**src/rtl/reg_serial_reader_if.sv**
```systemverilog
// Handshake and serial-output bundle for reg_serial_reader.
// The master side requests transfers; the slave side produces the serial stream.
interface reg_serial_reader_if;
    logic        start;
    logic        abort;
    logic [31:0] data;
    logic        bit_out;
    logic        bit_valid;
    logic        busy;
    logic        done;
    logic [5:0]  count;

    modport master (
        output start, abort, data,
        input  bit_out, bit_valid, busy, done, count
    );

    modport slave (
        input  start, abort, data,
        output bit_out, bit_valid, busy, done, count
    );
endinterface

```
**src/rtl/reg_serial_reader.sv**
```systemverilog
// Captures a 32-bit register word and shifts it out LSB first with registered outputs.
// Define READ_PARITY_EN to append one even-parity bit after the payload.
//
// state  | meaning
// IDLE   | waiting for start, outputs quiet
// SHIFT  | emitting payload bit shadow[count]
// PARITY | emitting XOR of all shadow bits (READ_PARITY_EN only)
// DONE   | one-cycle done pulse; may re-capture on start
module reg_serial_reader (
    input  logic               clock,
    input  logic               reset,
    reg_serial_reader_if.slave bus
);

`ifdef READ_PARITY_EN
    typedef enum logic [1:0] {
        IDLE   = 2'd0,
        SHIFT  = 2'd1,
        DONE   = 2'd2,
        PARITY = 2'd3
    } state_t;
`else
    typedef enum logic [1:0] {
        IDLE  = 2'd0,
        SHIFT = 2'd1,
        DONE  = 2'd2
    } state_t;
`endif

    state_t      state;
    state_t      state_next;
    logic [31:0] shadow;
    logic [31:0] shadow_next;
    logic [5:0]  count;
    logic [5:0]  count_next;
    logic        accept;

    logic        bit_out_q;
    logic        bit_valid_q;
    logic        busy_q;
    logic        done_q;
    logic        bit_out_next;
    logic        bit_valid_next;
    logic        busy_next;
    logic        done_next;

    // Abort dominates start, so a simultaneous start/abort never captures.
    assign accept = bus.start && !bus.abort && (state == IDLE || state == DONE);

    always_ff @(posedge clock or posedge reset) begin
        if (reset) begin
            state       <= IDLE;
            shadow      <= 32'd0;
            count       <= 6'd0;
            bit_out_q   <= 1'b0;
            bit_valid_q <= 1'b0;
            busy_q      <= 1'b0;
            done_q      <= 1'b0;
        end else begin
            state       <= state_next;
            shadow      <= shadow_next;
            count       <= count_next;
            bit_out_q   <= bit_out_next;
            bit_valid_q <= bit_valid_next;
            busy_q      <= busy_next;
            done_q      <= done_next;
        end
    end

    always_comb begin
        state_next = state;
        case (state)
            IDLE: begin
                if (accept)
                    state_next = SHIFT;
            end
            SHIFT: begin
                if (bus.abort)
                    state_next = IDLE;
                else if (count == 6'd31)
`ifdef READ_PARITY_EN
                    state_next = PARITY;
`else
                    state_next = DONE;
`endif
            end
`ifdef READ_PARITY_EN
            PARITY: begin
                if (bus.abort)
                    state_next = IDLE;
                else
                    state_next = DONE;
            end
`endif
            DONE: begin
                if (accept)
                    state_next = SHIFT;
                else
                    state_next = IDLE;
            end
            default: state_next = IDLE;
        endcase
    end

    // Count saturates at 32 through PARITY/DONE and clears whenever we fall back to IDLE.
    always_comb begin
        shadow_next = shadow;
        count_next  = count;
        if (accept) begin
            shadow_next = bus.data;
            count_next  = 6'd0;
        end else if (state_next == IDLE) begin
            count_next = 6'd0;
        end else if (state == SHIFT) begin
            count_next = count + 6'd1;
        end
    end

    // Outputs are computed from next-state values so the registers line up with the state.
    always_comb begin
        bit_out_next   = 1'b0;
        bit_valid_next = 1'b0;
        busy_next      = 1'b0;
        done_next      = 1'b0;
        case (state_next)
            SHIFT: begin
                bit_out_next   = shadow_next[count_next[4:0]];
                bit_valid_next = 1'b1;
                busy_next      = 1'b1;
            end
`ifdef READ_PARITY_EN
            PARITY: begin
                bit_out_next   = ^shadow_next;
                bit_valid_next = 1'b1;
                busy_next      = 1'b1;
            end
`endif
            DONE: begin
                done_next = 1'b1;
            end
            default: begin
                bit_out_next = 1'b0;
            end
        endcase
    end

    assign bus.bit_out   = bit_out_q;
    assign bus.bit_valid = bit_valid_q;
    assign bus.busy      = busy_q;
    assign bus.done      = done_q;
    assign bus.count     = count;

endmodule

```
**src/flat_wrapper.sv**
```systemverilog
// flat-port wrapper written by rule: the top's interface ports become plain ports
module reg_serial_reader_flat 
  (clock, reset, bus_start, bus_abort, bus_data, bus_bit_out, bus_bit_valid, bus_busy, bus_done, bus_count);
  reg_serial_reader_if bus_i ();
  input  logic clock;
  input  logic reset;
  input wire logic [$bits(bus_i.start)-1:0] bus_start;
  input wire logic [$bits(bus_i.abort)-1:0] bus_abort;
  input wire logic [$bits(bus_i.data)-1:0] bus_data;
  output wire logic [$bits(bus_i.bit_out)-1:0] bus_bit_out;
  output wire logic [$bits(bus_i.bit_valid)-1:0] bus_bit_valid;
  output wire logic [$bits(bus_i.busy)-1:0] bus_busy;
  output wire logic [$bits(bus_i.done)-1:0] bus_done;
  output wire logic [$bits(bus_i.count)-1:0] bus_count;
  assign bus_i.start = bus_start;
  assign bus_i.abort = bus_abort;
  assign bus_i.data = bus_data;
  assign bus_bit_out = bus_i.bit_out;
  assign bus_bit_valid = bus_i.bit_valid;
  assign bus_busy = bus_i.busy;
  assign bus_done = bus_i.done;
  assign bus_count = bus_i.count;
  reg_serial_reader u_core (.clock(clock), .reset(reset), .bus(bus_i));
endmodule
```
**config.mk**
```make
export PLATFORM = sky130hd
export DESIGN_NAME = reg_serial_reader_flat
export DESIGN_NICKNAME = d
export VERILOG_FILES = /design/src/rtl/reg_serial_reader_if.sv /design/src/rtl/reg_serial_reader.sv /design/src/flat_wrapper.sv
export SDC_FILE = /design/constraint.sdc
export NUM_CORES = 1
export LEC_CHECK = 0
export CORE_MARGIN = 10
export CORE_UTILIZATION = 30
export DETAILED_ROUTE_END_ITERATION = 10
export MAX_ROUTING_LAYER = met4
export PLACE_DENSITY = 0.53
export SLEW_MARGIN = 10
export SYNTH_ARGS = -nofsm -noshare
export SYNTH_HDL_FRONTEND = slang
export SYNTH_SLANG_ARGS = --single-unit
```
**constraint.sdc**
```tcl
create_clock -name clock -period 5.1 [get_ports clock]
set_input_delay 1.275 -clock clock [delete_from_list [all_inputs] [get_ports clock]]
set_output_delay 1.275 -clock clock [all_outputs]
set_load 0.02 [all_outputs]
```
==> flow_summary.rst <==
.. list-table::
   :header-rows: 1

   * - Metric
     - Value
   * - Worst min-delay path category
     - flop to flop
   * - Net load switching power
     - approximately 0.00022 W
   * - Required time at the worst-slack endpoint
     - 5270 ps
   * - Post-synthesis instance area
     - roughly 2000 um2
   * - Global-route wire length before repair
     - 8.40 mm
   * - Hold path start
     - u_core.shadow[23]$_DFF_PP0_
   * - Sum of net half-perimeters after detailed placement
     - between 3 and 4 mm
   * - Average cell area after synthesis
     - slightly below 10 um2
   * - Worst-Margin Slew
     - ~950 ps
   * - EDFF count, synth
     - 0
   * - Arr. time, crit path
     - between 3000 and 4000 ps
   * - Number of buffers added by the clock tree synthesis step
     - 5
   * - Crit start category
     - primary input
   * - Via Count
     - 1559
   * - Status
     - completed
   * - Post-DR wirelength/cell
     - around 15 um
   * - Internal
     - around 0.00060 W
   * - Number of maximum-capacitance constraint violations
     - 0
   * - Worst flop-to-flop path startpoint
     - u_core.bus.count[0]$_DFF_PP0_
   * - Synth Register Bits
     - 43
   * - Routed wire length
     - roughly 5 mm
   * - Fraction of synthesis flops using an asynchronous set or reset pin
     - 1.00
   * - Cell variety after synth
     - 43
   * - Post-route antenna net violation count
     - 0
   * - Vert. Die Dim
     - about 100 um
   * - Total count of max-transition violations in the final report
     - 0
   * - Crit Path Class
     - primary input to flop
   * - CP max FO
     - 19
   * - Post-route clock skew
     - 4.12 ps
   * - Top cell type's share of synthesized area
     - 0.533
   * - Critical register-to-register path endpoint
     - u_core.bus.bit_out$_DFF_PP0_
   * - Synthesized netlist net count
     - between 200 and 250
   * - Cts repair resizes
     - 0
   * - Number of global-route vias before repair
     - 1718
   * - CTS Root Cell
     - clkbuf_8
   * - Tcrit/Tclk final
     - 0.694
   * - Met3 GRT Util
     - 0.0331
   * - Proportion of power drawn by flip-flops and latches
     - 0.510
   * - RSZ-0062 raised after global routing
     - no
   * - Setup slack at placement
     - 1230 ps
   * - Final Hold Violating Endpoints
     - 0
   * - Time the worst path needs with I/O delays and setup
     - between 3000 and 4000 ps
   * - Number of antenna cells inserted
     - 0
   * - DRC violation total after the first TritonRoute iteration
     - 66
   * - Mean number of vias per cell
     - 4.74
   * - CTS Sinks
     - between 40 and 50
   * - Global-route usage over all layers
     - 0.104
   * - Clock power frac
     - 0.284
   * - Count of TritonRoute iterations in the first routing pass
     - 4
   * - Number of remaining DRC errors
     - 0
   * - Worst slew margin
     - 0.368
   * - Met2 usage
     - 0.157
   * - Power density cells
     - around 310 nW/um2
   * - Combinational power share
     - 0.205
   * - Worst Hold Depth
     - 2
   * - Cells after Synth
     - 206
   * - Share of layout cells above drive strength 1
     - 0.0992
   * - Number of buffers added for setup after CTS
     - 0
   * - Final Wtd Congestion
     - ~0.78
   * - Crit end category
     - flop
   * - Effective utilization at floorplan
     - 0.313
   * - Area growth from synthesis to layout
     - 30.5%
   * - Switching power share of the total
     - 0.265
   * - Static leakage power
     - approximately 1.2 nW
   * - Layer with the highest usage
     - met2
   * - Count of synthesis-stage warnings from yosys
     - 0
   * - IO Port Bufs
     - between 40 and 50
   * - Ys flop type
     - dfrtp_1
   * - Area contributors post-synth
     - dfrtp_1 (53%), nand2_1 (12%), mux2_2 (6.7%)
   * - Clock input transition at the sequential cells of the worst setup and hold paths
     - roughly 80 ps
   * - Post-synthesis cell type with the largest combined area
     - dfrtp_1
   * - Count of endpoints failing setup in the final report
     - 0
   * - Maximum clock frequency
     - roughly 0.28 GHz
   * - Reg2reg path depth
     - 7
   * - Crit path setup slack, layout
     - ~1600 ps
   * - Number of nets at the end of the flow
     - 288
   * - Initial antenna violation count
     - 0
   * - Residual overflow from global routing
     - 0
   * - Clock tree from TritonCTS
     - yes
   * - Worst-case vdd ir drop
     - ~130 uV
   * - Total power of the final layout
     - about 0.0008 W
   * - Worst-case hold path end point
     - u_core.shadow[23]$_DFF_PP0_
   * - Register area share after synthesis
     - 0.533
   * - Ports
     - between 40 and 50
   * - Row Count
     - 29
   * - Core area
     - roughly 6500 um2
   * - Setup tns final
     - 0 ps
   * - Width of the chip
     - around 100 um
   * - Reg-to-reg setup timing slack
     - 2130 ps
   * - Clock buffer depth
     - 2
   * - Maximum number of pins on one net before global-route repair
     - 44
   * - Met1 track demand over resource
     - 0.132
   * - CTS H-tree depth
     - 2
   * - Total Die Area
     - roughly 10000 um2
   * - Clock latency of the later-clocked register in the worst-skew pair
     - between 200 and 300 ps
   * - Hold-fix buffers at CTS
     - 0
==> how the worst max path moves through the flow <==
stage,startpoint,to,slack [ps],depth (start not counted)
after floorplan,bus_abort,u_core.bus.bit_out$_DFF_PP0_,2380,7
after global placement,bus_abort,u_core.bus.bit_out$_DFF_PP0_,1240,7
after detailed placement,bus_abort,u_core.bus.bit_out$_DFF_PP0_,1230,7
after CTS,bus_abort,u_core.bus.bit_out$_DFF_PP0_,1550,7
after global routing,bus_abort,u_core.bus.bit_out$_DFF_PP0_,1340,7
final,bus_abort,u_core.bus.bit_out$_DFF_PP0_,1560,7
==> cell families (layout without fill, tap and decap cells) <==
kind of cell / count (synthesis) / count (layout) / share of synthesized area
AOI/OAI and AO/OA: 25 / 25 / 0.0867
xor gates and xnor gates: 4 / 4 / 0.0173
adders and majority gates: 1 / 1 / 0.00619
buffers and inverters: 17 / 63 / 0.0378
DFF: 43 / 43 / 0.533
muxes: 16 / 16 / 0.0867
and+or+nand+nor: 100 / 100 / 0.233
==> Yosys cell counts, drive strengths merged, types with 4 or more instances <==
master  number
buf          4
clkbuf       5
dfrtp       43
inv          8
mux2        12
mux2i        4
nand2       64
nand3        4
nor2         9
nor3         5
o21ai        9
==> layout make-up <==
class                   instances  area [um2]
multi-input cells             146         868
repair buffers                 47         465
inverters                       8        30.0
clock buffers                   8         100
flip-flops and latches         43        1080
well taps                      77        96.3
fillers                       681        3820
==> registers in the layout, summed over array words and instances, names as in the netlist <==
name and count:
u_core.shadow 32, u_core.bus.count 6, u_core.state 2, u_core.bus.bit_out 1
u_core.bus.bit_valid 1, u_core.bus.done 1
==> power groups by stage <==
| stage | combinational (W) | sequential, W | clock, W |
|---|---|---|---|
| floorplan | 0.000109 | 0.000421 | 0 |
| global placement | 0.000168 | 0.000425 | 0 |
| detailed placement | 0.000171 | 0.000427 | 0 |
| CTS | 0.000171 | 0.000420 | 0.000243 |
| global route | 0.000191 | 0.000426 | 0.000257 |
| finish | 0.000169 | 0.000419 | 0.000234 |
==> per-stage QoR <==
stage | util | std cells | hold WS (ps) | instance area, um2
after floorplan | - | 206 | 437 | 2020
after global placement | 0.393 | 321 | 454 | 2540
after detailed placement | 0.393 | 321 | 460 | 2540
after CTS | 0.408 | 329 | 480 | 2640
after global routing | 0.408 | 329 | 497 | 2640
final | 0.408 | 329 | 473 | 2640
==> critical path, stage by stage <==
cell and delay [ps]:
clkdlybuf4s50_1 530, nor3b_4 820, mux2_2 430, a32oi_1 180
nor4b_1 250, a41o_1 150, o32ai_2 70
==> layer usage <==
| metal | up-vias | routed length, um |
|---|---|---|
| met1 | 742 | 2470 |
| met5 | - | 0 |
| met3 | 5 | 227 |
| met2 | 33 | 2230 |
| li1 | 779 | - |
| met4 | 0 | 58 |
==> cell usage in the layout (no fill, tap or decap), types with 2 or more instances in the layout <==
master           count
mux2_2              12
nor2_1               9
xnor2_1              2
clkdlybuf4s50_1     45
and2_1               2
xor2_1               2
buf_4                2
inv_1                8
a21oi_1              2
o22ai_1              2
nor2b_1              2
dfrtp_1             43
nand2_1             64
mux2i_1              4
nand3_1              4
o21ai_0              8
a211oi_1             3
or3_1                2
nand2b_1             3
nand4_1              2
nor3_1               4
clkbuf_8             7
Note: power is estimated with default switching activity, not from simulation.
